File: config.mk
export PLATFORM = sky130hd
export DESIGN_NAME = alu_seq
export DESIGN_NICKNAME = d
export VERILOG_FILES = /design/src/rtl/alu_pkg.sv /design/src/rtl/alu_seq_core.sv /design/src/rtl/alu_seq.sv
export SDC_FILE = /design/constraint.sdc
export NUM_CORES = 1
export LEC_CHECK = 0
export ABC_AREA = 1
export CORE_MARGIN = 2
export CORE_UTILIZATION = 45
export DETAILED_ROUTE_END_ITERATION = 8
export PLACE_DENSITY = 0.7
export SKIP_LAST_GASP = 1
export SLEW_MARGIN = 15
export SYNTH_ARGS = -nofsm -noshare
export SYNTH_HDL_FRONTEND = slang
export SYNTH_SLANG_ARGS = --single-unit
File: constraint.sdc
create_clock -name clk -period 1.4 [get_ports clk]
set_clock_uncertainty 0.05 [all_clocks]
set_input_delay 0.42 -clock clk [delete_from_list [all_inputs] [get_ports clk]]
set_output_delay 0.42 -clock clk [all_outputs]
set_load 0.1 [all_outputs]
File: src/rtl/alu_pkg.sv
// rtl/alu_pkg.sv - opcode/state enums and flag bit indices shared by alu_seq and its core
package alu_pkg;

    typedef enum logic [3:0] {
        OP_SHL  = 4'b0000,
        OP_SHR  = 4'b0001,
        OP_ROL  = 4'b0010,
        OP_ROR  = 4'b0011,
        OP_ASR  = 4'b0100,
        OP_RSV5 = 4'b0101,
        OP_RSV6 = 4'b0110,
        OP_RSV7 = 4'b0111,
        OP_PASS = 4'b1000,
        OP_ADD  = 4'b1001,
        OP_SUB  = 4'b1010,
        OP_NEG  = 4'b1011,
        OP_OR   = 4'b1100,
        OP_AND  = 4'b1101,
        OP_XOR  = 4'b1110,
        OP_NOT  = 4'b1111
    } op_e;

    typedef enum logic [1:0] {
        IDLE  = 2'd0,
        SHIFT = 2'd1,
        DONE  = 2'd2
    } state_e;

    localparam int FLAG_Z = 3;
    localparam int FLAG_N = 2;
    localparam int FLAG_C = 1;
    localparam int FLAG_V = 0;

    function automatic logic is_shift(input op_e op);
        return op inside {OP_SHL, OP_SHR, OP_ROL, OP_ROR, OP_ASR};
    endfunction

endpackage

File: src/rtl/alu_seq_core.sv
// rtl/alu_seq_core.sv - single-cycle ALU ops and {Z,N,C,V} flags
// ALU_BARREL_EN adds a one-cycle barrel shifter; otherwise shift ops pass A (shamt==0 case).
module alu_seq_core
    import alu_pkg::*;
#(
    parameter int WIDTH = 8
) (
    input  op_e                      i_op,
    input  logic [WIDTH-1:0]         i_a,
    input  logic [WIDTH-1:0]         i_b,
`ifdef ALU_BARREL_EN
    input  logic [$clog2(WIDTH)-1:0] i_shamt,
`endif
    output logic [WIDTH-1:0]         o_result,
    output logic [3:0]               o_flags
);

    localparam logic [WIDTH-1:0] MSB_ONLY = {1'b1, {(WIDTH-1){1'b0}}};

    logic [WIDTH-1:0] w_res;
    logic [WIDTH:0]   w_sum;
    logic             w_c;
    logic             w_v;

`ifdef ALU_BARREL_EN
    localparam int SW = $clog2(WIDTH);
    logic [SW:0] w_inv;
    assign w_inv = (SW+1)'(WIDTH) - {1'b0, i_shamt};
`endif

    always_comb begin
        w_res = '0;
        w_sum = '0;
        w_c   = 1'b0;
        w_v   = 1'b0;
        case (i_op)
`ifdef ALU_BARREL_EN
            // the extra bit beside the operand catches the last bit shifted out
            OP_SHL: {w_c, w_res} = {1'b0, i_a} << i_shamt;
            OP_SHR: {w_res, w_c} = {i_a, 1'b0} >> i_shamt;
            OP_ASR: {w_res, w_c} = $signed({i_a, 1'b0}) >>> i_shamt;
            OP_ROL: begin
                w_res = (i_a << i_shamt) | (i_a >> w_inv);
                w_c   = (i_shamt != '0) & w_res[0];
            end
            OP_ROR: begin
                w_res = (i_a >> i_shamt) | (i_a << w_inv);
                w_c   = (i_shamt != '0) & w_res[WIDTH-1];
            end
`else
            OP_SHL, OP_SHR, OP_ROL, OP_ROR, OP_ASR: w_res = i_a;
`endif
            OP_PASS: w_res = i_a;
            OP_ADD: begin
                w_sum = {1'b0, i_a} + {1'b0, i_b};
                w_res = w_sum[WIDTH-1:0];
                w_c   = w_sum[WIDTH];
                w_v   = (i_a[WIDTH-1] == i_b[WIDTH-1]) && (w_res[WIDTH-1] != i_a[WIDTH-1]);
            end
            OP_SUB: begin
                w_sum = {1'b0, i_a} - {1'b0, i_b};
                w_res = w_sum[WIDTH-1:0];
                w_c   = w_sum[WIDTH];
                w_v   = (i_a[WIDTH-1] != i_b[WIDTH-1]) && (w_res[WIDTH-1] != i_a[WIDTH-1]);
            end
            OP_NEG: begin
                w_res = '0 - i_a;
                w_c   = (i_a != '0);
                w_v   = (i_a == MSB_ONLY);
            end
            OP_OR:   w_res = i_a | i_b;
            OP_AND:  w_res = i_a & i_b;
            OP_XOR:  w_res = i_a ^ i_b;
            OP_NOT:  w_res = ~i_a;
            default: w_res = '0;
        endcase
    end

    always_comb begin
        o_flags         = '0;
        o_flags[FLAG_Z] = (w_res == '0);
        o_flags[FLAG_N] = w_res[WIDTH-1];
        o_flags[FLAG_C] = w_c;
        o_flags[FLAG_V] = w_v;
    end

    assign o_result = w_res;

endmodule

File: src/rtl/alu_seq.sv
// rtl/alu_seq.sv - registered shift/rotate/arith ALU with valid/ready handshake
// ALU_BARREL_EN: all ops single-cycle; otherwise shifts/rotates iterate one bit per cycle.
module alu_seq
    import alu_pkg::*;
#(
    parameter int WIDTH   = 8,
    parameter int SHAMT_W = $clog2(WIDTH)
) (
    input  logic               clk,
    input  logic               rst,
    input  logic               in_valid,
    output logic               in_ready,
    input  logic [3:0]         op,
    input  logic [WIDTH-1:0]   a,
    input  logic [WIDTH-1:0]   b,
    input  logic [SHAMT_W-1:0] shamt,
    output logic               out_valid,
    input  logic               out_ready,
    output logic [WIDTH-1:0]   result,
    output logic [3:0]         flags
);

    state_e             r_state;
    state_e             w_next;
    op_e                r_op;
    logic [WIDTH-1:0]   r_acc;
    logic [SHAMT_W-1:0] r_cnt;
    logic [WIDTH-1:0]   r_result;
    logic [3:0]         r_flags;

    op_e                w_op;
    logic [SHAMT_W-1:0] w_shamt;
    logic [WIDTH-1:0]   w_core_res;
    logic [3:0]         w_core_flags;
    logic [WIDTH-1:0]   w_step_acc;
    logic               w_step_c;
    logic               w_accept;
    logic               w_start_shift;

    assign w_op = op_e'(op);

    // only a non-power-of-two WIDTH can present shamt >= WIDTH
    generate
        if (WIDTH == (1 << SHAMT_W)) begin : g_shamt_full
            assign w_shamt = shamt;
        end else begin : g_shamt_clamp
            assign w_shamt = (shamt > SHAMT_W'(WIDTH - 1)) ? SHAMT_W'(WIDTH - 1) : shamt;
        end
    endgenerate

`ifdef ALU_BARREL_EN
    assign w_start_shift = 1'b0;
`else
    assign w_start_shift = is_shift(w_op) && (w_shamt != '0);
`endif

    alu_seq_core #(.WIDTH(WIDTH)) u_core (
        .i_op     (w_op),
        .i_a      (a),
        .i_b      (b),
`ifdef ALU_BARREL_EN
        .i_shamt  (w_shamt),
`endif
        .o_result (w_core_res),
        .o_flags  (w_core_flags)
    );

    always_comb begin
        w_step_acc = r_acc;
        w_step_c   = 1'b0;
        case (r_op)
            OP_SHL: begin w_step_acc = {r_acc[WIDTH-2:0], 1'b0};         w_step_c = r_acc[WIDTH-1]; end
            OP_SHR: begin w_step_acc = {1'b0, r_acc[WIDTH-1:1]};         w_step_c = r_acc[0];       end
            OP_ROL: begin w_step_acc = {r_acc[WIDTH-2:0], r_acc[WIDTH-1]}; w_step_c = r_acc[WIDTH-1]; end
            OP_ROR: begin w_step_acc = {r_acc[0], r_acc[WIDTH-1:1]};     w_step_c = r_acc[0];       end
            OP_ASR: begin w_step_acc = {r_acc[WIDTH-1], r_acc[WIDTH-1:1]}; w_step_c = r_acc[0];     end
            default: ;
        endcase
    end

    always_ff @(posedge clk or posedge rst) begin
        if (rst) r_state <= IDLE;
        else     r_state <= w_next;
    end

    always_comb begin
        w_next    = r_state;
        in_ready  = 1'b0;
        out_valid = 1'b0;
        case (r_state)
            IDLE: begin
                in_ready = 1'b1;
                if (in_valid) w_next = w_start_shift ? SHIFT : DONE;
            end
            SHIFT: begin
                if (r_cnt == SHAMT_W'(1)) w_next = DONE;
            end
            DONE: begin
                out_valid = 1'b1;
                in_ready  = out_ready;
                if (out_ready) w_next = in_valid ? (w_start_shift ? SHIFT : DONE) : IDLE;
            end
            default: w_next = IDLE;
        endcase
    end

    assign w_accept = in_valid & in_ready;

    always_ff @(posedge clk or posedge rst) begin
        if (rst) begin
            r_op     <= OP_SHL;
            r_acc    <= '0;
            r_cnt    <= '0;
            r_result <= '0;
            r_flags  <= '0;
        end else if (w_accept) begin
            if (w_start_shift) begin
                r_op  <= w_op;
                r_acc <= a;
                r_cnt <= w_shamt;
            end else begin
                r_result <= w_core_res;
                r_flags  <= w_core_flags;
            end
        end else if (r_state == SHIFT) begin
            r_acc <= w_step_acc;
            r_cnt <= r_cnt - SHAMT_W'(1);
            if (r_cnt == SHAMT_W'(1)) begin
                r_result <= w_step_acc;
                r_flags  <= {(w_step_acc == '0), w_step_acc[WIDTH-1], w_step_c, 1'b0};
            end
        end
    end

    assign result = r_result;
    assign flags  = r_flags;

endmodule

==> flow_metrics.py <==
metrics = {
    "outcome": {
        "run_status": "complete, but fails checks",
        "violations": "setup timing",
    },
    "floorplanning": {
        "num_io_pins": 41,
        "core-area_um2": 6830,
        "design.die.area_um2": 7820,
        "rows": 30,
        "start_util_pct": 46.9,
        "die_width_um": 88.4,
        "floorplan.die.height_um": 88.4,
    },
    "timing": {
        "finalCritPeriodShare_pct": 134,
        "finalSetupViolations": 30,
        "crit_path_time_final_ns": 1.88,
        "timing.fmax_mhz": 533,
        "slew-limit-headroom_pct": 74.9,
        "timing.final.max_slew_violations": 0,
        "setup_ws_ns": -0.477,
        "grt_setup_unrepaired": "true",
        "timing.setup.tns_ns": -6.44,
        "hold_viol": 0,
        "tightest_slew_ns": 0.376,
    },
    "yosys": {
        "synth_area_leaders": "sky130_fd_sc_hd__dfrtp_1 22%, sky130_fd_sc_hd__nand2_1 20%, sky130_fd_sc_hd__ha_1 11%",
        "synth_enable_flop_cells": 0,
        "portion_of_the_post_synthesis_area_used_by_sequential_elements_pct": 21.8,
        "netlist.area_leader.share_pct": 21.8,
        "cell_area_after_synthesis_um2": 3210,
        "synth.distinct_cells": 32,
        "synthSimpleGateAreaFrac_pct": 42.8,
        "ys.warnings.count": 0,
        "synth-xor-area-share_pct": 0.546,
        "postSynth.topFlopCell": "sky130_fd_sc_hd__dfrtp_1",
        "synth_seq_cells": 28,
        "yosysTopAreaCell": "sky130_fd_sc_hd__dfrtp_1",
        "combinational_family_with_the_most_area_after_synthesis": "simple AND/OR/NAND/NOR gates",
        "post_synth_mux_area_share_pct": 0,
        "synth.net_count": 593,
        "synth_cells": 536,
        "synth_compound_area_share_pct": 11.7,
        "share_of_flip_flops_with_an_asynchronous_set_or_reset_pct": 100,
        "syn_area_per_cell_um2": 5.98,
        "yosys.area_share.adder_pct": 12.2,
    },
    "layout": {
        "mostFrequentLayoutCell": "sky130_fd_sc_hd__nand2_1",
        "flow.area_growth_from_synthesis_pct": 78.0,
        "final_net_count": 766,
        "num_antenna_cells": 0,
        "final_cells": 804,
        "most_used_cells_in_the_layout_excluding_fill_and_tap_cells": "139 x sky130_fd_sc_hd__nand2_1, 119 x sky130_fd_sc_hd__buf_4, 59 x sky130_fd_sc_hd__nor2_1",
        "finish.utilization_pct": 83.6,
        "post_route_cells_drive_above_1_share_pct": 46.3,
    },
    "critical_path": {
        "timing.reg2reg.worst_path_depth": 8,
        "cp_slowest_stage_delay_ns": 0.37,
        "slowest_stage": "sky130_fd_sc_hd__fa_2",
        "critPathKind": "input pin to flop",
        "critical_path.endpoint_type": "flop",
        "critPathRequiredTime_ns": 1.57,
        "critical_path_arrival_ns": 2.05,
        "timing.critical_path.fanout_max": 3,
        "timing.critical_path.cells": "buf_8 > inv_6 > ha_4 > fa_2 > inv_2 > nand2_1 > nand2_1 > nand3_1 > nand3_1 > nand2_2 > nor2_1 > nand2_1 > nor2_1 > nand3_1 > a21oi_2",
        "worstSetupStartpointType": "input pin",
    },
    "detailed_routing": {
        "met3_wirelength_um": 890,
        "met2RoutedLength_um": 6670,
        "highest_signal_layer": "met4",
        "route.detailed.vias_per_inst": 5.53,
        "detailedRoute.firstPassIterationCount": 5,
        "post_drt_wl_per_cell_um": 16.2,
        "ant_nets": 0,
        "drt_iter0_markers": 314,
        "routed_wirelength_um": 13000,
        "drc": 0,
        "vias_post_dr": 4446,
        "m1WireLength_um": 4750,
    },
    "global_routing": {
        "grt_pass1_wl_um": 19800,
        "grt_antenna_before_repair": 0,
        "aggregate_global_route_resource_usage_pct": 32.3,
        "grt_start_max_net_pins": 26,
        "grt_overflow_total": 0,
        "grt_pass1_vias": 4269,
    },
    "placement": {
        "port-buffer-count": 40,
        "place_congestion": 1.01,
        "post-place-ws_ns": -1.31,
        "numPlacedInstances": 765,
        "dpl.hpwl_um": 8740,
    },
    "min_path": {
        "hold_path_class": "input pin to async pin",
    },
    "power": {
        "sequentialPowerShare_pct": 20.2,
        "p_int_w": 0.00368,
        "clock_power_share_pct": 6.2,
        "total_power_divided_by_cell_area_nw_per_um2": 1340,
        "ir_worst_vdd_uv": 649,
        "p_switching_w": 0.00395,
        "sum_of_internal_switching_and_leakage_power_w": 0.00763,
        "cellLeakagePower_nw": 2.80,
        "swShare_pct": 51.8,
        "power.combinational.fraction_pct": 73.7,
    },
    "cts": {
        "tritoncts_num_sinks": 28,
        "numCtsBuffers": 3,
        "clk_path_buf_depth": 2,
        "clk_pin_slew_worst_paths_ns": 0.10,
        "ctsRootBufferMaster": "sky130_fd_sc_hd__clkbuf_8",
        "worst_skew_pair.late_latency_ns": 0.29,
        "tritoncts": "done",
        "cts_htree_levels": 1,
        "post_cts_hold_buffers": 0,
    },
    "run": {
        "maxCapViolCount": 0,
    },
}
logic make-up after synthesis:
kind of cell	after synthesis
AOI/OAI and AO/OA	67
xor gates and xnor gates	2
adders and majority gates	30
buffers and inverters	82
DFF	28
and+or+nand+nor	327
metrics by stage:
stage	cell area [um2]	hold slack, ns
floorplan	3290	0.422
global placement	4660	0.474
CTS	5400	0.293
detailed placement	4660	0.471
finish	5710	0.283
global route	5710	0.284
what timing repair did:
action / CTS / global route
resized for setup: 240 / 76
gates cloned: 2 / 0
setup buffers: 28 / 12
endpoints found under the setup margin: 32 / 32
pin swaps: 81 / 59
endpoints found under the hold margin: 0 / 0
sequential cells by signal (all words and copies together) (netlist names):
| name | flops |
|---|---|
| r_acc | 8 |
| result | 7 |
| flags | 4 |
| r_op | 4 |
| r_cnt | 3 |
| r_state | 2 |
routing by layer:
metal	track usage, %	vias to the layer above
li1	-	2061
met1	36.5	2051
met2	59.1	263
met3	3.73	71
met4	17.2	0
met5	0	-
worst max-delay path: cells and delay by family:
kind | cells | cell delay, ns
AO/OA/AOI/OAI | 1 | 0.13
adder cells (fa/ha/maj) | 2 | 0.52
buffers and inverters | 3 | 0.20
AND/OR/NAND/NOR | 9 | 0.77
final timing paths:
path,slack [ns],startpoint,endpoint
worst min register to register,0.49,result[6]$_DFFE_PP0P_,result[6]$_DFFE_PP0P_
max in group asynchronous,0.62,rst,r_cnt[1]$_DFFE_PP0P_
worst min-delay path,0.28,rst,flags[2]$_DFFE_PP0P_
worst max register to register,-0.24,r_state[1]$_DFFE_PP0P_,flags[3]$_DFFE_PP0P_
worst max-delay path,-0.48,a[0],flags[3]$_DFFE_PP0P_
min in group clk,0.49,result[6]$_DFFE_PP0P_,result[6]$_DFFE_PP0P_
layout make-up:
class / count / area, um2
timing repair buffer: 179 / 1700
multi-input combinational: 426 / 2810
clock buffer: 4 / 45.0
timing repair inverter: 1 / 8.76
fill: 430 / 1120
tap: 96 / 120
inverter: 70 / 320
sequential: 28 / 704
cells in the mapped netlist, types with 3 or more instances:
| master | instances |
|---|---|
| sky130_fd_sc_hd__nor2_1 | 79 |
| sky130_fd_sc_hd__buf_4 | 4 |
| sky130_fd_sc_hd__dfrtp_1 | 28 |
| sky130_fd_sc_hd__nand2_1 | 170 |
| sky130_fd_sc_hd__ha_1 | 28 |
| sky130_fd_sc_hd__a31oi_1 | 8 |
| sky130_fd_sc_hd__nand3b_1 | 3 |
| sky130_fd_sc_hd__nand2_2 | 4 |
| sky130_fd_sc_hd__buf_6 | 3 |
| sky130_fd_sc_hd__nand4_1 | 6 |
| sky130_fd_sc_hd__nand3_1 | 57 |
| sky130_fd_sc_hd__inv_2 | 3 |
| sky130_fd_sc_hd__o21ai_0 | 33 |
| sky130_fd_sc_hd__o211ai_1 | 5 |
| sky130_fd_sc_hd__inv_1 | 67 |
| sky130_fd_sc_hd__a21oi_1 | 16 |
| sky130_fd_sc_hd__buf_2 | 4 |
power by group through the flow:
stage,clock network [W],registers [W],logic (W)
2_1_floorplan,0,0.00247,0.00185
3_3_place_gp,0,0.00151,0.00469
3_5_place_dp,0,0.00152,0.00479
4_1_cts,0.000464,0.00152,0.00526
5_1_grt,0.000521,0.00157,0.00595
6_report,0.000471,0.00154,0.00562
No activity file was read; power rests on OpenSTA's default activity.
